<file path="src/rtl/serial_addsub_pkg.sv">
// serial_addsub_pkg: shared state encoding and sizing helper for the serial adder/subtractor.
package serial_addsub_pkg;

    typedef enum logic [1:0] {
        IDLE = 2'd0,
        RUN  = 2'd1,
        DONE = 2'd2
    } state_t;

    // Digit counter width; a single-digit operation still needs a one-bit counter.
    function automatic int cnt_w(input int n);
        return ($clog2(n) < 1) ? 1 : $clog2(n);
    endfunction

endpackage

</file>
<file path="src/rtl/serial_addsub_param_digit.sv">
// serial_digit_add: combinational DIGIT-wide ripple-carry slice, also exposing the carry into its MSB.
module serial_digit_add #(
    parameter int DIGIT = 1
) (
    input  logic [DIGIT-1:0] x,
    input  logic [DIGIT-1:0] y,
    input  logic             cin,
    output logic [DIGIT-1:0] s,
    output logic             co,
    output logic             c_msb
);

    logic [DIGIT:0] w_c;

    always_comb begin
        w_c    = '0;
        w_c[0] = cin;
        s      = '0;
        for (int i = 0; i < DIGIT; i++) begin
            s[i]     = x[i] ^ y[i] ^ w_c[i];
            w_c[i+1] = (x[i] & y[i]) | (w_c[i] & (x[i] ^ y[i]));
        end
    end

    assign co    = w_c[DIGIT];
    assign c_msb = w_c[DIGIT-1];

endmodule

</file>
<file path="src/rtl/serial_addsub_param.sv">
// serial_addsub_param: digit-serial two's-complement add/subtract with carry/overflow flags
// and valid/ready handshakes; one DIGIT-wide slice is reused for NDIG cycles.
module serial_addsub_param
    import serial_addsub_pkg::*;
#(
    parameter int WIDTH = 16,
    parameter int DIGIT = 1
) (
    input  logic             clk,
    input  logic             rst,
    input  logic             in_valid,
    output logic             in_ready,
    input  logic [WIDTH-1:0] a,
    input  logic [WIDTH-1:0] b,
    input  logic             sub,
    output logic             out_valid,
    input  logic             out_ready,
    output logic [WIDTH-1:0] sum,
    output logic             cout,
    output logic             ovf,
    output logic             busy
);

    localparam int NDIG = WIDTH / DIGIT;
    localparam int CW   = cnt_w(NDIG);

    if (WIDTH < 2 || DIGIT < 1 || (WIDTH % DIGIT) != 0) begin : g_bad_param
        $error("serial_addsub_param: WIDTH must be >= 2 and a multiple of DIGIT");
    end

    state_t           r_state, w_next;
    logic [WIDTH-1:0] r_a, r_b, r_sum, w_sum_n;
    logic [CW-1:0]    r_cnt;
    logic             r_carry, r_cout, r_ovf;
    logic [DIGIT-1:0] w_ds;
    logic             w_co, w_cmsb, w_last, w_acc;

    serial_digit_add #(.DIGIT(DIGIT)) u_slice (
        .x    (r_a[DIGIT-1:0]),
        .y    (r_b[DIGIT-1:0]),
        .cin  (r_carry),
        .s    (w_ds),
        .co   (w_co),
        .c_msb(w_cmsb)
    );

    // Result digits enter at the top and migrate down, so after NDIG steps they sit in place.
    if (DIGIT == WIDTH) begin : g_full
        assign w_sum_n = w_ds;
    end else begin : g_part
        assign w_sum_n = {w_ds, r_sum[WIDTH-1:DIGIT]};
    end

    assign w_last = r_cnt == CW'(NDIG - 1);
    assign w_acc  = r_state == IDLE && in_valid;

    always_ff @(posedge clk or posedge rst) begin
        if (rst) r_state <= IDLE;
        else     r_state <= w_next;
    end

    always_comb begin
        w_next = w_acc                          ? RUN  :
                 (r_state == RUN  && w_last)    ? DONE :
                 (r_state == DONE && out_ready) ? IDLE : r_state;
    end

    // Subtraction is A + ~B + 1: the +1 rides in as the initial carry.
    always_ff @(posedge clk or posedge rst) begin
        if (rst) begin
            r_a     <= '0;
            r_b     <= '0;
            r_sum   <= '0;
            r_cnt   <= '0;
            r_carry <= 1'b0;
            r_cout  <= 1'b0;
            r_ovf   <= 1'b0;
        end else if (w_acc) begin
            r_a     <= a;
            r_b     <= sub ? ~b : b;
            r_sum   <= '0;
            r_cnt   <= '0;
            r_carry <= sub;
            r_cout  <= 1'b0;
            r_ovf   <= 1'b0;
        end else if (r_state == RUN) begin
            r_a     <= r_a >> DIGIT;
            r_b     <= r_b >> DIGIT;
            r_sum   <= w_sum_n;
            r_cnt   <= r_cnt + 1'b1;
            r_carry <= w_co;
            if (w_last) begin
                r_cout <= w_co;
                r_ovf  <= w_cmsb ^ w_co;
            end
        end
    end

    assign in_ready  = r_state == IDLE;
    assign out_valid = r_state == DONE;
    assign busy      = r_state != IDLE;
    assign sum       = r_sum;
    assign cout      = r_cout;
    assign ovf       = r_ovf;

endmodule
</file>
<file path="config.mk">
export PLATFORM = sky130hd
export DESIGN_NAME = serial_addsub_param
export DESIGN_NICKNAME = d
export VERILOG_FILES = /design/src/rtl/serial_addsub_pkg.sv /design/src/rtl/serial_addsub_param_digit.sv /design/src/rtl/serial_addsub_param.sv
export SDC_FILE = /design/constraint.sdc
export NUM_CORES = 1
export LEC_CHECK = 0
export ABC_CLOCK_PERIOD_IN_PS = 5100
export BUFFER_PORTS_ARGS = -buffer_cell sky130_fd_sc_hd__buf_2
export CORE_MARGIN = 3
export CORE_UTILIZATION = 58
export CTS_BUF_LIST = sky130_fd_sc_hd__clkbuf_4 sky130_fd_sc_hd__clkbuf_8 sky130_fd_sc_hd__clkbuf_16
export CTS_CLUSTER_DIAMETER = 80
export DETAILED_ROUTE_END_ITERATION = 8
export GPL_TIMING_DRIVEN = 0
export PLACE_DENSITY_LB_ADDON = 0.3
export SETUP_SLACK_MARGIN = 0.1
export SLEW_MARGIN = 10
export SYNTH_ARGS = -nofsm -noshare
export SYNTH_HDL_FRONTEND = slang
export SYNTH_SLANG_ARGS = --single-unit
</file>
<file path="constraint.sdc">
create_clock -name clk -period 5.1 [get_ports clk]
set_input_delay 1.02 -clock clk [delete_from_list [all_inputs] [get_ports clk]]
set_output_delay 1.02 -clock clk [all_outputs]
set_load 0.005 [all_outputs]
</file>
==> out/metrics.cfg, run 1 <==
[run_status]
status = completed

[logic_synthesis]
ys_warn_count = 0
syn_nets = 325
synth_top_area_share = 0.534
syn_area_per_cell_um2 = 9.33
synth.most_common_cell = nand2_1
syn_area_um2 = 2670
yosysUniqueCellTypes = 30
synthTopCellsByCount = 101 x nand2_1, 57 x dfrtp_1, 19 x nand3_1
ys_seq_elements = 57
synthCells = 286
synth_area_leaders = dfrtp_1 53%, nand2_1 14%, xor2_1 4.6%, a22oi_1 4.5%, nand3_1 3.6%
synth-async-reset-ratio = 1.00
yosysSeqAreaShare = 0.534
synth-main-ff-cell = dfrtp_1
yosys.area.top_type = dfrtp_1
synth_edf_count = 0

[route]
wl_mm = 5.60
vias_per_cell = 5.27
drtIter0Drc = 107
wl_per_cell_um = 13.7
vias = 2161
drc = 0
ant_nets = 0
dr.pass1.iters = 4

[power]
p_per_area_nw_per_um2 = 553
p_leak_uw = 0.00174
vdd_drop_max_uv = 421

[worst_setup_path]
crit_cells = 4
worstPathArrival_ns = 1.30
path_cells = buf_6 > or2_2 > inv_1 > buf_2
crit_path_end_kind = output pin
cp_data_required_time_ns = 4.08
rr_worst_depth = 5
startpoint_type = register
path_max_fanout = 9
critPathTopFamily = flip-flops
worstSetupPathType = register to output pin
cp.buffers_inverters = 3
crit_slowest_cell = dfrtp_1
slowest_delay_ns = 0.38

[timing]
tightest_slew_ns = 0.606
relSlewSlack = 0.594
fin_ws_ns = 2.78
rsz0062_at_grt = no
period_share = 0.455
finClkSkew_ns = 0.0101
final-hold-violation-count = 0
timing.hold.ws_ns = 0.475
finalMaxSlewViolations = 0
setup_tns_ns = 0
finalSetupViolations = 0
period_needed_ns = 2.32
max_freq_mhz = 431

[place]
pre_cts_ws_ns = 2.94
place.gp.congestion = 0.787
io_buffers = 56
hpwl_mm = 3.83
postPlaceCellArea_um2 = 3030

[finish]
finalInstanceArea_um2 = 3230
antenna-diode-count = 0
fillerInstances = 319
area_delta_synth_final_pct = 21.1
drive_gt1_frac = 0.271
multiInputGateArea_um2 = 1070
final_nets = 393
regArea_um2 = 1430

[floorplan]
io-pin-count = 58
fp.dieW_um = 73.8
die_h_um = 73.8
core.rowCount = 24
die_area_um2 = 5450
start_util = 0.609
core-area_um2 = 4380

[cts]
insertion_delay_ns = 0.34
cts.sinks = 57
cts_made_buffers = 9
cts_root_buffer = clkbuf_8
postCtsHoldBufs = 0
clk_pin_slew_ns = 0.06
cts_resized = 0
cts_buffer_depth = 2
htreeDepth = 3
cts_tree = built
postCtsSetupBuffers = 0

[global_routing]
grt_max_degree = 31
overflow = 0
grt_antenna_before_repair = 0
grt_pass1_vias = 1949
grt_pass1_wl_mm = 8.88
grt.total_usage = 0.221

[run]
max_cap_viol_count = 0

[min_path]
hold_depth = 2
hold_path.class = register to register

[routing by layer]
| layer | vias up | global-route usage | part of all wire |
|---|---|---|---|
| li1 | 1083 | - | - |
| met1 | 1016 | 0.288 | 0.45 |
| met2 | 51 | 0.325 | 0.48 |
| met3 | 11 | 0.0971 | 0.056 |
| met4 | 0 | 0.0805 | 0.016 |
| met5 | - | 0 | 0 |
[tightest hold or removal path, cell delays in order, from the launching register on]
cell and delay (ns):
dfrtp_1 0.34, nand2_1 0.05, nand2_1 0.05
[cell type report]
cell class,count,share of cell area
inverters,4,0.00464
multi-input cells,204,0.332
well taps,52,0.0201
repair buffers,57,0.0929
plain buffers,21,0.0480
flip-flops and latches,57,0.441
clock inverters,3,0.0124
clock buffers,12,0.0491
[through the flow]
| stage | utilization | instances | total power [uW] |
|---|---|---|---|
| after detailed placement | 0.692 | 395 | 1370 |
| after global routing | 0.737 | 410 | 1920 |
| after global placement | 0.688 | 394 | 1340 |
| final | 0.737 | 410 | 1790 |
| after floorplan | - | 286 | 1170 |
| after CTS | 0.737 | 410 | 1800 |
[cell families (layout without fill, tap and decap cells)]
kind of cell / after synthesis / count (layout) / share of synthesized area
AND/OR/NAND/NOR: 143 / 143 / 0.221
multiplexers: 3 / 3 / 0.0113
AO/OA/AOI/OAI: 39 / 39 / 0.102
buffers and inverters: 25 / 97 / 0.0638
adder cells (fa/ha/maj): 2 / 2 / 0.0122
flip-flops: 57 / 57 / 0.534
XOR/XNOR: 17 / 17 / 0.0558
[cells in the final DEF, fill, tap and decap left out, drive strengths merged, types with 2 or more instances in the layout]
master	count
a22oi	16
a31oi	14
buf	76
clkbuf	14
clkinv	2
dfrtp	57
inv	4
mux2i	3
nand2	101
nand3	19
nand4	2
nor2	15
nor2b	2
o21ai	4
xnor2	3
xor2	14
[flip-flops by register name, indices dropped and copies added, names as in the netlist]
register,flops
cout,1
ovf,1
r_a,16
r_b,16
r_carry,1
r_cnt,4
r_state,2
sum,16
[report_power, final]
part,switching [uW],internal (uW)
logic,343,269
registers,115,633
clock network,175,253
[final timing paths]
path                                       end  slack, ns              startpoint
min in group asynchronous   r_a[9]$_DFFE_PP0P_       0.74                     rst
max                                   in_ready       2.78  r_state[0]$_DFFE_PP0P_
max in group asynchronous   sum[3]$_DFFE_PP0P_       3.80                     rst
min reg2reg                r_a[11]$_DFFE_PP0P_       0.48     r_a[11]$_DFFE_PP0P_
max reg2reg                 r_a[7]$_DFFE_PP0P_       3.56  r_state[0]$_DFFE_PP0P_
min                        r_a[11]$_DFFE_PP0P_       0.48     r_a[11]$_DFFE_PP0P_
No activity file was read; power rests on OpenSTA's default activity.
==> run 2, diff against run 1 <==
--- a/config.mk
+++ b/config.mk
@@ -5,10 +5,11 @@
 export SDC_FILE = /design/constraint.sdc
 export NUM_CORES = 1
 export LEC_CHECK = 0
-export ABC_CLOCK_PERIOD_IN_PS = 5100
+export ABC_AREA = 1
+export ABC_CLOCK_PERIOD_IN_PS = 2300
 export BUFFER_PORTS_ARGS = -buffer_cell sky130_fd_sc_hd__buf_2
 export CORE_MARGIN = 3
-export CORE_UTILIZATION = 58
+export CORE_UTILIZATION = 54
 export CTS_BUF_LIST = sky130_fd_sc_hd__clkbuf_4 sky130_fd_sc_hd__clkbuf_8 sky130_fd_sc_hd__clkbuf_16
 export CTS_CLUSTER_DIAMETER = 80
 export DETAILED_ROUTE_END_ITERATION = 8
==> constraint.sdc (replaced) <==
create_clock -name clk -period 2.3 [get_ports clk]
set_input_delay 0.46 -clock clk [delete_from_list [all_inputs] [get_ports clk]]
set_output_delay 0.46 -clock clk [all_outputs]
set_load 0.005 [all_outputs]
==> out/metrics.cfg, run 2 <==
[run_status]
status = completed

[route]
wl_per_cell_um = 11.9  ; -13%
vias = 2516  ; +16%
dr.pass1.iters = 4  ; unchanged
wl_mm = 6.17  ; +10%
ant_nets = 0  ; unchanged
vias_per_cell = 4.87  ; -7.7%
drtIter0Drc = 108  ; +0.93%
drc = 0  ; unchanged

[power]
vdd_drop_max_uv = 338  ; -20%
p_leak_uw = 0.00181  ; +4.0%
p_per_area_nw_per_um2 = 616  ; +11%

[logic_synthesis]
yosys-mux-area-fraction = 0  ; -0.0113
synthAdderAreaFrac = 0.0116  ; -0.000593
synth_edf_count = 0  ; unchanged
yosysUniqueCellTypes = 19  ; -37%
synth_area_leaders = dfrtp_1 51%, nand2_1 29%, nand3_1 6.1%, inv_1 2.7%, o21ai_0 2.1%
synth_top_area_share = 0.508  ; -0.0260
synthTopCellsByCount = 213 x nand2_1, 57 x dfrtp_1, 34 x nand3_1
yosysSeqAreaShare = 0.508  ; -0.0260
synth-main-ff-cell = dfrtp_1
syn_area_um2 = 2810  ; +5.1%
synthCells = 377  ; +32%
syn_nets = 416  ; +28%
synthSimpleGateAreaFrac = 0.361  ; +0.140
yosys.area.top_type = dfrtp_1
ys_warn_count = 0  ; unchanged
syn_area_per_cell_um2 = 7.44  ; -20%
synth_top_family_by_area = simple AND/OR/NAND/NOR gates
synth_compound_area_frac = 0.0317  ; -0.0701
ys_seq_elements = 57  ; unchanged
synth_xor_area_frac = 0.00937  ; -0.0464
synth.most_common_cell = nand2_1
synth-async-reset-ratio = 1.00  ; unchanged

[worst_setup_path]
path_common_cell = buf_2
worstSetupPathType = register to output pin
slowest_delay_ns = 0.45  ; +0.07 ns
critPathTopFamily = buffers and inverters
path_cells = inv_2 > buf_2 > nor2_1 > buf_2
crit_path_end_kind = output pin
cp.buffers_inverters = 3  ; unchanged
crit_slowest_cell = dfrtp_1
cp_data_required_time_ns = 1.84  ; -2.24 ns
path_max_fanout = 10  ; +1
worstPathArrival_ns = 1.36  ; +0.06 ns
startpoint_type = register

[timing]
finClkSkew_ns = 0.00481  ; -0.00531 ns
period_needed_ns = 1.82
tightest_slew_ns = 0.501  ; -0.105 ns
final-hold-violation-count = 0  ; unchanged
finalSetupViolations = 0  ; unchanged
finalMaxSlewViolations = 0  ; unchanged
rsz0062_at_grt = no
relSlewSlack = 0.666  ; +0.0714
period_share = 0.790
fin_ws_ns = 0.483  ; -2.30 ns
max_freq_mhz = 550

[global_routing]
grt_pass1_vias = 2387  ; +22%
grt_pass1_wl_mm = 10.6  ; +19%
grt_antenna_before_repair = 0  ; unchanged
grt.total_usage = 0.222  ; +0.00143
grt_max_degree = 36  ; +16%
overflow = 0  ; unchanged

[cts]
cts_buffer_depth = 2  ; unchanged
cts.sinks = 57  ; unchanged
htreeDepth = 3  ; unchanged
cts_made_buffers = 9  ; unchanged
insertion_delay_ns = 0.34  ; about the same
postCtsSetupBuffers = 0  ; unchanged
clk_pin_slew_ns = 0.06  ; about the same
cts_root_buffer = clkbuf_8
postCtsHoldBufs = 0  ; unchanged
cts_resized = 0  ; unchanged
cts_tree = built

[finish]
antenna-diode-count = 0  ; unchanged
fillerInstances = 415  ; +30%
final_common_cell = nand2_1
drive_gt1_frac = 0.224  ; -0.0465
most-common-layout-cells = 213 x nand2_1, 66 x buf_2, 57 x dfrtp_1
finalInstanceArea_um2 = 3400  ; +5.3%
utilization = 0.698  ; -0.0398
area_delta_synth_final_pct = 21.4
final_nets = 484  ; +23%

[place]
pre_cts_ws_ns = 0.864  ; -2.08 ns
io_buffers = 56  ; unchanged
hpwl_mm = 4.30  ; +12%
place.gp.congestion = 0.797  ; +1.3%
postPlaceCellArea_um2 = 3190  ; +5.1%

[floorplan]
io-pin-count = 58  ; unchanged
fp.dieW_um = 78.1  ; +5.7%
die_area_um2 = 6100  ; +12%
start_util = 0.575  ; -0.0339
core-area_um2 = 4880  ; +11%
core.rowCount = 25  ; +4.2%
die_h_um = 78.1  ; +5.7%

[run]
max_cap_viol_count = 0  ; unchanged

[min_path]
hold_path.class = primary input to async pin

[run 2: kinds of logic (layout without fill, tap and decap cells)]
kind of cell	after synthesis	in the layout
adders and majority gates	2	2
and+or+nand+nor	255	255
AOI/OAI and AO/OA	17	17
xor gates and xnor gates	3	3
buffers and inverters	43	116
DFF	57	57
[run 2: cell type report]
| cell class | instances | area, um^2 | share of cell area |
|---|---|---|---|
| well taps | 67 | 83.8 | 0.0246 |
| multi-input cells | 277 | 1160 | 0.341 |
| repair buffers | 57 | 300 | 0.0882 |
| plain buffers | 20 | 133 | 0.0390 |
| inverters | 23 | 86.3 | 0.0254 |
| flip-flops and latches | 57 | 1430 | 0.419 |
| clock buffers | 14 | 180 | 0.0529 |
| clock inverters | 2 | 35.0 | 0.0103 |
[run 2: routing by layer]
layer / global-route usage / routed length [um] / vias to the layer above
met5: 0 / 0 / -
met4: 0.0944 / 125 / 0
met3: 0.0573 / 304 / 15
met2: 0.382 / 3030 / 60
met1: 0.264 / 2710 / 1159
li1: - / - / 1282
[run 2: worst paths after layout]
check                                        from                   end  slack, ns  cells after the start
max reg2reg                r_state[0]$_DFFE_PP0P_    r_b[1]$_DFFE_PP0P_       0.95                      6
min reg2reg                    sum[0]$_DFFE_PP0P_    sum[0]$_DFFE_PP0P_       0.47                      2
min                                           rst  r_cnt[0]$_DFFE_PP0P_       0.15                      2
min in group clk                            a[15]   r_a[15]$_DFFE_PP0P_       0.32                      3
max in group asynchronous                     rst    r_b[0]$_DFFE_PP0P_       1.60                      3
max                        r_state[1]$_DFFE_PP0P_             out_valid       0.48                      4
[run 2: worst reg2reg max path, delay by kind of cell (launching register included)]
| kind | cells | cell delay (ns) |
|---|---|---|
| buf+inv | 2 | 0.35 |
| flops | 1 | 0.36 |
| compound gates | 1 | 0.19 |
| simple gates | 3 | 0.33 |
[run 2: per-stage QoR]
stage                     setup TNS (ns)  power (uW)  instances  hold slack, ns
after detailed placement               0        1120        501           0.463
after floorplan                        0        1070        377           0.449
after global routing                   0        2170        517           0.173
after global placement            -16.13        1110        500           0.448
final                                  0        2100        517           0.147
after CTS                              0        2120        517           0.156
[run 2: power breakdown]
part | internal, uW | switching, uW
Combinational | 38.9 | 54.2
Sequential | 1000 | 0
Clock | 612 | 388
